### config.mk
export PLATFORM = sky130hd
export DESIGN_NAME = sync_fifo_param
export DESIGN_NICKNAME = d
export VERILOG_FILES = /design/src/rtl/sync_fifo_param.sv
export SDC_FILE = /design/constraint.sdc
export NUM_CORES = 1
export LEC_CHECK = 0
export ABC_AREA = 1
export ABC_CLOCK_PERIOD_IN_PS = 3000
export CORE_MARGIN = 2
export CORE_UTILIZATION = 30
export CTS_BUF_LIST = sky130_fd_sc_hd__clkbuf_16
export DETAILED_ROUTE_END_ITERATION = 10
export SYNTH_ARGS = -nofsm -noshare
export SYNTH_HDL_FRONTEND = slang
export SYNTH_SLANG_ARGS = --single-unit
export TNS_END_PERCENT = 30
### constraint.sdc
create_clock -name clk -period 3 [get_ports clk]
set_input_delay 0.9 -clock clk [delete_from_list [all_inputs] [get_ports clk]]
set_output_delay 0.9 -clock clk [all_outputs]
set_load 0.01 [all_outputs]
### src/rtl/sync_fifo_param.sv
// sync_fifo_param
// Parametrised single-clock FIFO with optional first-word-fall-through read.
// The full, empty, almost_full, almost_empty and level outputs all decode
// the registered occupancy count, so none of them lags by a cycle. The
// overflow and underflow flags are sticky until err_clr is asserted.
//
// Parameters
//   WIDTH      data width in bits
//   DEPTH      number of entries (power of two, >= 2)
//   AF_THRESH  almost_full asserts when level >= AF_THRESH
//   AE_THRESH  almost_empty asserts when level <= AE_THRESH
//   FWFT       0 = registered read (1-cycle latency), 1 = first-word-fall-through
//
// Ports
//   clk          clock, rising edge
//   rst          synchronous active-low reset
//   wr_en, din   write request and data
//   rd_en        read request (pop of the current head in FWFT mode)
//   err_clr      clears overflow/underflow (a coincident error event wins)
//   dout         read data
//   dout_valid   standard mode: 1-cycle pulse per read; FWFT mode: !empty
//   full, empty, almost_full, almost_empty, level   occupancy status
//   overflow     sticky: write requested while full
//   underflow    sticky: read requested while empty
module sync_fifo_param #(
  parameter int WIDTH     = 8,
  parameter int DEPTH     = 16,
  parameter int AF_THRESH = DEPTH - 2,
  parameter int AE_THRESH = 2,
  parameter int FWFT      = 0
) (
  input  logic                       clk,
  input  logic                       rst,
  input  logic                       wr_en,
  input  logic [WIDTH-1:0]           din,
  input  logic                       rd_en,
  input  logic                       err_clr,
  output logic [WIDTH-1:0]           dout,
  output logic                       dout_valid,
  output logic                       full,
  output logic                       empty,
  output logic                       almost_full,
  output logic                       almost_empty,
  output logic [$clog2(DEPTH):0]     level,
  output logic                       overflow,
  output logic                       underflow
);

  localparam int AW = $clog2(DEPTH);
  localparam int LW = AW + 1;

  localparam logic [LW-1:0] DEPTH_L   = LW'(DEPTH);
  localparam logic [LW-1:0] AF_L      = LW'(AF_THRESH);
  localparam logic [LW-1:0] AE_L      = LW'(AE_THRESH);
  localparam logic [LW-1:0] LVL_ZERO  = {LW{1'b0}};
  localparam logic [LW-1:0] LVL_ONE   = LW'(1);
  localparam logic [AW-1:0] PTR_ZERO  = {AW{1'b0}};
  localparam logic [AW-1:0] PTR_ONE   = AW'(1);

  logic [WIDTH-1:0] mem_r [DEPTH];
  logic [AW-1:0]    wr_ptr_r;
  logic [AW-1:0]    rd_ptr_r;
  logic [LW-1:0]    count_r;
  logic             overflow_r;
  logic             underflow_r;

  logic             full_s;
  logic             empty_s;
  logic             wr_acc_s;
  logic             rd_acc_s;

  // Status decode and request acceptance from the registered count.
  // A write is refused when full even if a read is accepted in the same
  // cycle, and a read is refused when empty even alongside a write.
  always_comb begin
    full_s   = (count_r == DEPTH_L);
    empty_s  = (count_r == LVL_ZERO);
    wr_acc_s = wr_en && !full_s;
    rd_acc_s = rd_en && !empty_s;
  end

  assign full         = full_s;
  assign empty        = empty_s;
  assign almost_full  = (count_r >= AF_L);
  assign almost_empty = (count_r <= AE_L);
  assign level        = count_r;
  assign overflow     = overflow_r;
  assign underflow    = underflow_r;

  // Storage array; not reset, and writes in the reset cycle are dropped.
  always_ff @(posedge clk) begin
    if (rst && wr_acc_s) begin
      mem_r[wr_ptr_r] <= din;
    end
  end

  // Pointers and occupancy count; pointers wrap naturally at DEPTH.
  always_ff @(posedge clk) begin
    if (!rst) begin
      wr_ptr_r <= PTR_ZERO;
      rd_ptr_r <= PTR_ZERO;
      count_r  <= LVL_ZERO;
    end else begin
      if (wr_acc_s) begin
        wr_ptr_r <= wr_ptr_r + PTR_ONE;
      end
      if (rd_acc_s) begin
        rd_ptr_r <= rd_ptr_r + PTR_ONE;
      end
      case ({wr_acc_s, rd_acc_s})
        2'b10:   count_r <= count_r + LVL_ONE;
        2'b01:   count_r <= count_r - LVL_ONE;
        default: count_r <= count_r;
      endcase
    end
  end

  // Sticky error flags; an error event in the err_clr cycle keeps the flag set.
  always_ff @(posedge clk) begin
    if (!rst) begin
      overflow_r  <= 1'b0;
      underflow_r <= 1'b0;
    end else begin
      overflow_r  <= (wr_en && full_s)  || (overflow_r  && !err_clr);
      underflow_r <= (rd_en && empty_s) || (underflow_r && !err_clr);
    end
  end

  generate
    if (FWFT != 0) begin : g_fwft
      // Head of queue presented combinationally; forced to zero when empty.
      always_comb begin
        if (empty_s) begin
          dout = {WIDTH{1'b0}};
        end else begin
          dout = mem_r[rd_ptr_r];
        end
      end
      assign dout_valid = !empty_s;
    end else begin : g_std
      logic [WIDTH-1:0] dout_r;
      logic             dout_valid_r;

      // Registered read port: dout holds its last value between reads.
      always_ff @(posedge clk) begin
        if (!rst) begin
          dout_r       <= {WIDTH{1'b0}};
          dout_valid_r <= 1'b0;
        end else if (rd_acc_s) begin
          dout_r       <= mem_r[rd_ptr_r];
          dout_valid_r <= 1'b1;
        end else begin
          dout_r       <= dout_r;
          dout_valid_r <= 1'b0;
        end
      end

      assign dout       = dout_r;
      assign dout_valid = dout_valid_r;
    end
  endgenerate

endmodule

==> results.ini, run 1 <==
[status]
run_status=complete, no violations

[setup_path]
worst-path-max-fanout=6
crit_path_start=level[1]$_SDFFE_PN0P_
worst_setup_path_endpoint=almost_empty
r2r.worst_path.cells=13
endpoint_kind=output port
ff2ff_setup_slack_ns=0.85
category_of_the_worst_setup_path_launch_point=flip-flop
r2r-end=level[4]$_SDFFE_PN0P_
worst-endpoint-required_ns=2.10
regToRegStartpoint=level[1]$_SDFFE_PN0P_
crit_path_class=flip-flop to output port
arrival_ns=1.83

[clocking]
cts_resized=0
cts_buffers=17
cts_hold_buf=0
cts-root-buf=sky130_fd_sc_hd__clkbuf_16
cts_htree_levels=4
postCtsSetupBuffers=0
clk_transition_reported_paths_ns=0.06
numClockSinks=152
clkLatencyLatePin_ns=0.43
cts.path.max_buffers=2
tritoncts=yes

[timing]
finClkSkew_ns=0.007915
final.hold.worst_slack_ns=0.4689
achievable-frequency_ghz=0.3666
hold_viol=0
rsz_0062_raised_after_global_routing=no
setup_slack_ns=0.2723
finalSetupTns_ns=0
drv_slew=0
setup_violations=0
timing_worst_slew_pin_value_ns=0.8881
slew_headroom_pct=40.61
layout_worst_path_cycle_share_pct=90.92
timing.final.crit_period_ns=2.728

[layout]
diodes=0
finalNetCount=749
post_route_cells_drive_above_1_share_pct=7.578
area_growth_syn_to_layout_pct=19.68

[logic_synthesis]
ys.flop_type=sky130_fd_sc_hd__edfxtp_1
synth_fp_nets=702
ys.warnings.count=0
synth_top_area_cells=sky130_fd_sc_hd__edfxtp_1, sky130_fd_sc_hd__nand2_1, sky130_fd_sc_hd__nand3_1, sky130_fd_sc_hd__dfxtp_1, sky130_fd_sc_hd__inv_1
syn-instance-count=679
syn-cell-area_sq_mm=0.006669
yosysMostFrequentCell=sky130_fd_sc_hd__nand2_1
synthDistinctLibCells=24
ys_top_cells_by_count=sky130_fd_sc_hd__nand2_1, sky130_fd_sc_hd__edfxtp_1, sky130_fd_sc_hd__nand3_1
syn_avg_cell_area_sq_um=9.822
synth_async_reset_ratio_pct=0
synth_seq_area_share_pct=64.84
synth_seq_cells=152
number_of_enable_type_register_cells_in_the_synthesized_netlist=128
synth_area_leader_cell=sky130_fd_sc_hd__edfxtp_1
area_share_of_the_largest_cell_type_after_synthesis_pct=57.64

[floorplan]
floorplan.die_area_sq_mm=0.02344
start_util_pct=30.56
core_sq_mm=0.02182
die_y_extent_um=153.1
die_width_um=153.1
ios=33
core.rowCount=54

[detailed_routing]
total_vias_in_the_final_route=4574
detailedRoute.firstPassIterationCount=6
routed_wire_per_std_cell_um=14.69
detail_route.wirelength_um=14970
drtIter0Drc=481
postRouteAntennaNets=0
post_drt_via_cell_ratio=4.489
drc=0

[placed_design]
dp_slack_ns=0.1584
dp_hpwl_um=9350
gp_routability_congestion=0.8729
numPortBuffers=32

[hold_path]
hold_path_class=flip-flop to flip-flop

[global_route]
pin_count_of_the_biggest_net_entering_global_routing=67
via_count_of_the_first_global_routing_pass=4425
grt_pass1_wl_um=23880
grt_antenna_before_repair=0
grt.total_usage_pct=13.26
grt_remaining_overflow=0

[pwr]
powerDensity_mw_per_mm2=811.5
power_leakage_uw=0.003330
max-vdd-ir-drop_v=0.0004102

[job]
drv.max_cap_violation_count=0

per-layer routing:
metal	global-route usage [%]	share of wire (%)	vias up
li1	-	-	2293
met1	17.00	45	2166
met2	21.45	48	89
met3	3.289	4.4	26
met4	5.556	2.3	0
met5	0	0	-
registers in the layout, summed over array words and instances, names as in the netlist:
signal / count
dout: 8
dout_valid: 1
level: 5
mem_r: 128
overflow: 1
rd_ptr_r: 4
underflow: 1
wr_ptr_r: 4
worst min-delay path by stage:
stage,endpoint,startpoint,depth (start not counted)
2_1_floorplan,wr_ptr_r[3]$_SDFFE_PN0P_,wr_ptr_r[3]$_SDFFE_PN0P_,2
3_3_place_gp,underflow$_SDFF_PN0_,underflow$_SDFF_PN0_,2
3_5_place_dp,underflow$_SDFF_PN0_,underflow$_SDFF_PN0_,2
4_1_cts,overflow$_SDFF_PN0_,overflow$_SDFF_PN0_,2
5_1_grt,underflow$_SDFF_PN0_,underflow$_SDFF_PN0_,2
6_report,overflow$_SDFF_PN0_,overflow$_SDFF_PN0_,2
per-stage QoR:
stage / instance area (sq um) / utilization, % / instances / total power, uW
floorplan: 6669 / - / 679 / 3697
global placement: 7367 / 33.76 / 987 / 4314
detailed placement: 7367 / 33.76 / 987 / 4318
CTS: 7981 / 36.57 / 1019 / 6538
global route: 7981 / 36.57 / 1019 / 6848
finish: 7981 / 36.57 / 1019 / 6477
layout by cell type (no fill, tap or decap), types with 6 or more instances in the layout:
master | Yosys | routed
sky130_fd_sc_hd__edfxtp_1 | 128 | 128
sky130_fd_sc_hd__nand3_1 | 98 | 98
sky130_fd_sc_hd__clkbuf_16 | 0 | 18
sky130_fd_sc_hd__clkdlybuf4s50_1 | 0 | 32
sky130_fd_sc_hd__a21oi_1 | 16 | 16
sky130_fd_sc_hd__nor2_1 | 34 | 34
sky130_fd_sc_hd__nand2_1 | 221 | 221
sky130_fd_sc_hd__o21ai_0 | 8 | 8
sky130_fd_sc_hd__dfxtp_1 | 24 | 23
sky130_fd_sc_hd__inv_1 | 92 | 96
sky130_fd_sc_hd__buf_4 | 9 | 24
sky130_fd_sc_hd__ha_1 | 9 | 9
sky130_fd_sc_hd__clkinv_1 | 3 | 6
area by class of cell:
| type | count | area (sq um) |
|---|---|---|
| clock buffers | 18 | 450.4 |
| clock inverters | 14 | 163.9 |
| fillers | 2136 | 13840 |
| inverters | 97 | 364.1 |
| multi-input cells | 401 | 1807 |
| flip-flops and latches | 152 | 4325 |
| well taps | 280 | 350.3 |
| repair buffers | 57 | 520.5 |
where the power goes:
group          internal (uW)  switching (uW)  leakage [uW]  total, uW
clock network           1420             812      0.000312       2230
logic                    646            1110       0.00167       1750
registers               2410            84.7       0.00135       2500
total                   4470            2000       0.00333       6480
critical path, stage by stage, from the launching register on:
cell and delay [ns]:
sky130_fd_sc_hd__dfxtp_1 0.37, sky130_fd_sc_hd__a2111oi_0 0.42, sky130_fd_sc_hd__clkdlybuf4s50_1 0.62
cells by family after synthesis:
group                      Yosys count  synth area share (%)
AOI/OAI and AO/OA                   28                 2.270
xor gates and xnor gates             5                0.6566
adders and majority gates           10                 1.989
buffers and inverters              126                 8.067
DFF                                152                 64.84
and+or+nand+nor                    358                 22.18
Power figures use the tool's default switching activity.
==> run 2, diff against run 1 <==
- CORE_UTILIZATION: 30 -> 50
- CTS_CLUSTER_DIAMETER: default -> 50
- PLACE_DENSITY: default -> 0.68
- REMOVE_ABC_BUFFERS: default -> 1
==> run 2 against run 1 <==
Compared with the run above:
- via count is 3.4% higher
- total power is 3.6% lower
- routed wire length is 2.0% higher
- die area is 39% lower
- worst hold slack hardly changed
- clock-buffer cell count stayed put
- maximum frequency is 0.80% higher
- utilization is 23 points higher
- largest cell class unchanged
- highest routed layer unchanged
==> results.ini, run 2 (synthesized netlist as in run 1, its figures left out) <==
[detailed_routing]
total_vias_in_the_final_route=4731  ; +3.4%
detailedRoute.firstPassIterationCount=5  ; -1
post_drt_via_cell_ratio=5.170  ; +15%
routed.top_layer=met4
wl_met2_um=7340  ; +1.9%
detail_route.wirelength_um=15260  ; +2.0%
drtIter0Drc=575  ; +20%
postRouteAntennaNets=0  ; unchanged
routed_wire_per_std_cell_um=16.68  ; +14%
wl_met1_um=6728  ; -0.58%
drc=0  ; unchanged
wl_met3_um=804  ; +23%

[job]
drv.max_cap_violation_count=0  ; unchanged

[setup_path]
crit_path_max_incr_delay_ns=0.61  ; about the same
worst-path-max-fanout=6  ; unchanged
crit_path_class=flip-flop to output port
arrival_ns=1.81  ; -0.02 ns
timing.critical_path.slowest_stage_cell=sky130_fd_sc_hd__clkdlybuf4s50_1
worstPathCellList=a2111oi_0, clkdlybuf4s50_1
worst-endpoint-required_ns=2.10  ; about the same
category_of_the_worst_setup_path_launch_point=flip-flop
endpoint_kind=output port
cpLargestDelayFamily=buffers and inverters
cp_num_buf_inv=1  ; unchanged

[clocking]
cts-root-buf=sky130_fd_sc_hd__clkbuf_16
cts_hold_buf=0  ; unchanged
clkLatencyLatePin_ns=0.43  ; about the same
cts_htree_levels=4  ; unchanged
clk_transition_reported_paths_ns=0.07  ; about the same
cts_resized=0  ; unchanged
postCtsSetupBuffers=0  ; unchanged
numClockSinks=152  ; unchanged
cts_buffers=17  ; unchanged
cts.path.max_buffers=2  ; unchanged
tritoncts=yes

[floorplan]
core_sq_mm=0.01314  ; -40%
die_width_um=119.5  ; -22%
core.rowCount=42  ; -22%
die_y_extent_um=119.5  ; -22%
start_util_pct=50.76  ; +20 points
floorplan.die_area_sq_mm=0.01428  ; -39%
ios=33  ; unchanged

[timing]
rsz_0062_raised_after_global_routing=no
achievable-frequency_ghz=0.3695  ; +0.80%
hold_viol=0  ; unchanged
layout_worst_path_cycle_share_pct=90.20  ; -0.72 points
final.hold.worst_slack_ns=0.4691  ; +0.0002710 ns
finalSetupTns_ns=0  ; unchanged
finClkSkew_ns=0.01029  ; +0.002372 ns
setup_violations=0  ; unchanged
timing.final.crit_period_ns=2.706  ; -0.02158 ns
drv_slew=0  ; unchanged
slew_headroom_pct=17.50  ; -23 points
timing_worst_slew_pin_value_ns=1.236  ; +0.3481 ns

[layout]
largest-register=mem_r
final_cell_mix=sky130_fd_sc_hd__nand2_1, sky130_fd_sc_hd__edfxtp_1, sky130_fd_sc_hd__nand3_1
largest_register_ff_count=128  ; unchanged
area_growth_syn_to_layout_pct=16.47
post_route_cells_drive_above_1_share_pct=8.390  ; +0.81 points
mostFrequentLayoutCell=sky130_fd_sc_hd__nand2_1
diodes=0  ; unchanged
final_design_area_no_fill_sq_mm=0.007767  ; -2.7%
finalNetCount=749  ; unchanged

[placed_design]
numPortBuffers=32  ; unchanged
gp_routability_congestion=0.8604  ; -1.4%
dp_area_sq_mm=0.007224  ; -1.9%
dp_hpwl_um=9380  ; +0.32%

[pwr]
powerDensity_mw_per_mm2=803.7  ; -0.96%
power_leakage_uw=0.003296  ; -1.0%
max-vdd-ir-drop_v=0.0003797  ; -7.4%

[global_route]
grt.total_usage_pct=22.34  ; +9.1 points
pin_count_of_the_biggest_net_entering_global_routing=67  ; unchanged
grt_pass1_wl_um=23850  ; -0.14%
via_count_of_the_first_global_routing_pass=4563  ; +3.1%
grt_remaining_overflow=0  ; unchanged
grt_antenna_before_repair=0  ; unchanged

[hold_path]
hold_path_class=flip-flop to flip-flop

[status]
run_status=complete, no violations

==> run 2: cell count changes in the layout (fill, tap and decap cells not counted) <==
cell / before / now
sky130_fd_sc_hd__inv_4: 0 / 6
sky130_fd_sc_hd__bufinv_16: 4 / 0
sky130_fd_sc_hd__clkinv_1: 6 / 3
sky130_fd_sc_hd__clkinv_4: 0 / 3
sky130_fd_sc_hd__inv_1: 96 / 93
sky130_fd_sc_hd__clkinv_2: 2 / 0
sky130_fd_sc_hd__inv_2: 2 / 4
sky130_fd_sc_hd__inv_6: 0 / 2
sky130_fd_sc_hd__buf_12: 1 / 0
sky130_fd_sc_hd__buf_4: 24 / 25
sky130_fd_sc_hd__clkinvlp_4: 1 / 0
==> run 2: metrics by stage <==
stage / total power [uW] / utilization [%] / setup WS [ns] / instances
CTS: 6255 / 59.12 / 0.2732 / 915
detailed placement: 4285 / 54.99 / 0.001344 / 883
finish: 6242 / 59.12 / 0.2939 / 915
global route: 6544 / 59.12 / 0.1418 / 915
floorplan: 3569 / - / 0.2693 / 650
global placement: 4241 / 54.99 / 0.1132 / 883
==> run 2: routing by layer <==
layer | vias up | global-route usage (%)
met5 | - | 0
met4 | 0 | 10.00
met3 | 36 | 4.183
met2 | 152 | 35.46
met1 | 2245 | 30.14
li1 | 2298 | -
==> run 2: path summary, 6_finish.rpt <==
path	start	end	slack, ns	cells after the start
hold reg to reg	underflow$_SDFF_PN0_	underflow$_SDFF_PN0_	0.47	2
setup / recovery	level[1]$_SDFFE_PN0P_	almost_empty	0.29	2
hold / removal	underflow$_SDFF_PN0_	underflow$_SDFF_PN0_	0.47	2
setup reg to reg	level[1]$_SDFFE_PN0P_	level[4]$_SDFFE_PN0P_	0.57	13
==> run 2: final cells by class <==
class,instances,area (sq um)
Sequential cell,152,4325
Multi-Input combinational cell,401,1807
Tap cell,176,220.2
Clock inverter,14,92.59
Inverter,97,364.1
Fill cell,1106,5370
Timing Repair Buffer,57,508.0
Clock buffer,18,450.4
==> run 2: where the power goes <==
part / internal (uW) / total, uW / switching [uW]
Combinational: 633 / 1770 / 1140
Sequential: 2410 / 2500 / 84.9
Clock: 1110 / 1980 / 870
Total: 4150 / 6240 / 2090
==> run 2: worst min-delay path, stage by stage, from the launching register on <==
cell and delay (ns):
sky130_fd_sc_hd__dfxtp_1 0.31, sky130_fd_sc_hd__nand2_1 0.06, sky130_fd_sc_hd__a21oi_1 0.06
==> run 3, diff against run 2 <==
- RECOVER_POWER: default -> 100
==> run 3 against run 2 <==
Compared with the run above:
- global-route usage unchanged
- highest routed layer unchanged
- clock power hardly changed
- clock-buffer cell count is the same
- worst hold slack lost 0.0020 ns
- total power down 0.92%
- register-to-register slack worse by 0.05 ns
- cell count unchanged
- setup slack worse by 0.024 ns
- sequential share of layout area rose by 0.55 points
- critical path type is now input port to flip-flop
- die area unchanged
==> results.ini, run 3 (synthesized netlist as in run 1, its figures left out) <==
[status]
run_status=complete, no violations

[timing]
setup_violations=0  ; unchanged
timing.final.crit_period_ns=2.730  ; +0.02407 ns
achievable-frequency_ghz=0.3663  ; -0.88%
rsz_0062_raised_after_global_routing=no
timing_worst_slew_pin_value_ns=1.433  ; +0.1968 ns
setup_slack_ns=0.2698  ; -0.02407 ns
slew_headroom_pct=4.465  ; -13 points
drv_slew=0  ; unchanged
finalSetupTns_ns=0  ; unchanged
final.hold.worst_slack_ns=0.4671  ; -0.001999 ns
layout_worst_path_cycle_share_pct=91.01  ; +0.80 points
finClkSkew_ns=0.01008  ; -0.0002024 ns
hold_viol=0  ; unchanged

[clocking]
cts_hold_buf=0  ; unchanged
cts_buffers=17  ; unchanged
cts_htree_levels=4  ; unchanged
clk_transition_reported_paths_ns=0.06  ; about the same
cts_resized=0  ; unchanged
postCtsSetupBuffers=0  ; unchanged
tritoncts=yes
clkLatencyLatePin_ns=0.43  ; about the same
cts-root-buf=sky130_fd_sc_hd__clkbuf_16
numClockSinks=152  ; unchanged
cts.path.max_buffers=2  ; unchanged

[setup_path]
worst_path_most_repeated_cell=sky130_fd_sc_hd__nand2_1
worst-path-max-fanout=7  ; +1
critical_path_cell_count=12  ; +10
endpoint_kind=flip-flop
crit_path_class=input port to flip-flop
worstPathCellList=clkdlybuf4s50_1, nand2_1, ha_1, inv_1, fa_1, inv_1, nand2_1, a21boi_0, o21bai_1, nand2_1, nand2_1, a21oi_1
cpLargestDelayFamily=adder cells
cp_num_buf_inv=3  ; +2
timing.critical_path.slowest_stage_cell=sky130_fd_sc_hd__clkdlybuf4s50_1
r2r.worst_path.cells=13  ; unchanged
arrival_ns=3.07  ; +1.26 ns
category_of_the_worst_setup_path_launch_point=input port
worst-endpoint-required_ns=3.34  ; +1.24 ns
crit_path_max_incr_delay_ns=0.43  ; -0.18 ns

[detailed_routing]
detailedRoute.firstPassIterationCount=5  ; unchanged
postRouteAntennaNets=0  ; unchanged
total_vias_in_the_final_route=4674  ; -1.2%
routed_wire_per_std_cell_um=16.60  ; -0.46%
drtIter0Drc=563  ; -2.1%
post_drt_via_cell_ratio=5.108  ; -1.2%
detail_route.wirelength_um=15190  ; -0.46%
drc=0  ; unchanged

[placed_design]
numPortBuffers=32  ; unchanged
gp_routability_congestion=0.8604  ; unchanged
dp_slack_ns=0.001344  ; unchanged
dp_hpwl_um=9380  ; unchanged

[layout]
multiInputGateArea_sq_mm=0.001804  ; -0.14%
ff_latch_area_sq_mm=0.004324  ; about the same
area_growth_syn_to_layout_pct=15.31
largest-register=mem_r
largest_register_ff_count=128  ; unchanged
finalNetCount=749  ; unchanged
final_cell_mix=sky130_fd_sc_hd__nand2_1, sky130_fd_sc_hd__edfxtp_1, sky130_fd_sc_hd__nand3_1
post_route_cells_drive_above_1_share_pct=5.548  ; -2.8 points
diodes=0  ; unchanged
n_fill_cell=1125  ; +1.7%
mostFrequentLayoutCell=sky130_fd_sc_hd__nand2_1

[floorplan]
ios=33  ; unchanged
floorplan.die_area_sq_mm=0.01428  ; unchanged
die_width_um=119.5  ; unchanged
start_util_pct=50.76  ; unchanged
die_y_extent_um=119.5  ; unchanged
core_sq_mm=0.01314  ; unchanged
core.rowCount=42  ; unchanged

[pwr]
power_leakage_uw=0.003265  ; -0.94%
powerDensity_mw_per_mm2=804.3  ; about the same
design_power_total_uw=6185  ; -0.92%
max-vdd-ir-drop_v=0.0003812  ; +0.39%

[job]
drv.max_cap_violation_count=0  ; unchanged

[global_route]
grt.total_usage_pct=22.34  ; unchanged
grt_pass1_wl_um=23850  ; unchanged
grt_antenna_before_repair=0  ; unchanged
pin_count_of_the_biggest_net_entering_global_routing=67  ; unchanged
via_count_of_the_first_global_routing_pass=4563  ; unchanged
grt_remaining_overflow=0  ; unchanged

[hold_path]
hold_path_class=flip-flop to flip-flop
hold-path-cell-count=2  ; unchanged

run 3: changes by cell type in the layout (fill, tap and decap cells not counted):
cell,previous run,this run
sky130_fd_sc_hd__buf_4,25,5
sky130_fd_sc_hd__clkbuf_1,0,19
sky130_fd_sc_hd__dfxtp_2,1,0
sky130_fd_sc_hd__dfxtp_1,23,24
sky130_fd_sc_hd__nand2_2,3,2
sky130_fd_sc_hd__clkdlybuf4s50_1,32,3
sky130_fd_sc_hd__clkbuf_2,0,1
sky130_fd_sc_hd__dlygate4sd3_1,0,29
sky130_fd_sc_hd__nand2_1,221,222
run 3: layout make-up:
| type | count | share of cell area [%] |
|---|---|---|
| Clock buffer | 18 | 5.857 |
| Clock inverter | 14 | 1.204 |
| Inverter | 97 | 4.735 |
| Multi-Input combinational cell | 401 | 23.46 |
| Sequential cell | 152 | 56.23 |
| Tap cell | 176 | 2.864 |
| Timing Repair Buffer | 57 | 5.646 |
run 3: final timing paths:
kind	from	to	slack [ns]
worst max register to register	level[1]$_SDFFE_PN0P_	level[4]$_SDFFE_PN0P_	0.52
worst min-delay path	underflow$_SDFF_PN0_	underflow$_SDFF_PN0_	0.47
worst max-delay path	wr_en	level[4]$_SDFFE_PN0P_	0.27
worst min register to register	underflow$_SDFF_PN0_	underflow$_SDFF_PN0_	0.47
run 3: power breakdown:
part,leakage (uW),switching [uW],total [uW],internal [uW]
logic,0.00163,1130,1720,588
registers,0.00135,80.7,2490,2410
clock network,0.000284,868,1980,1110
run 3: routing by layer:
| layer | part of all wire (%) | global-route usage, % |
|---|---|---|
| met4 | 2.9 | 10.00 |
| met3 | 6.3 | 4.183 |
| met5 | 0 | 0 |
| met1 | 43 | 30.14 |
| met2 | 48 | 35.46 |
run 3: tightest hold or removal path: stages (launching register included):
cell and delay (ns):
sky130_fd_sc_hd__dfxtp_1 0.31, sky130_fd_sc_hd__nand2_1 0.06, sky130_fd_sc_hd__a21oi_1 0.06
run 3: stage by stage:
step,cells,cell area [sq um],util (%)
after floorplan,650,6495,-
after detailed placement,883,7224,54.99
after CTS,915,7767,59.12
final,915,7690,58.53
after global placement,883,7224,54.99
after global routing,915,7690,58.53
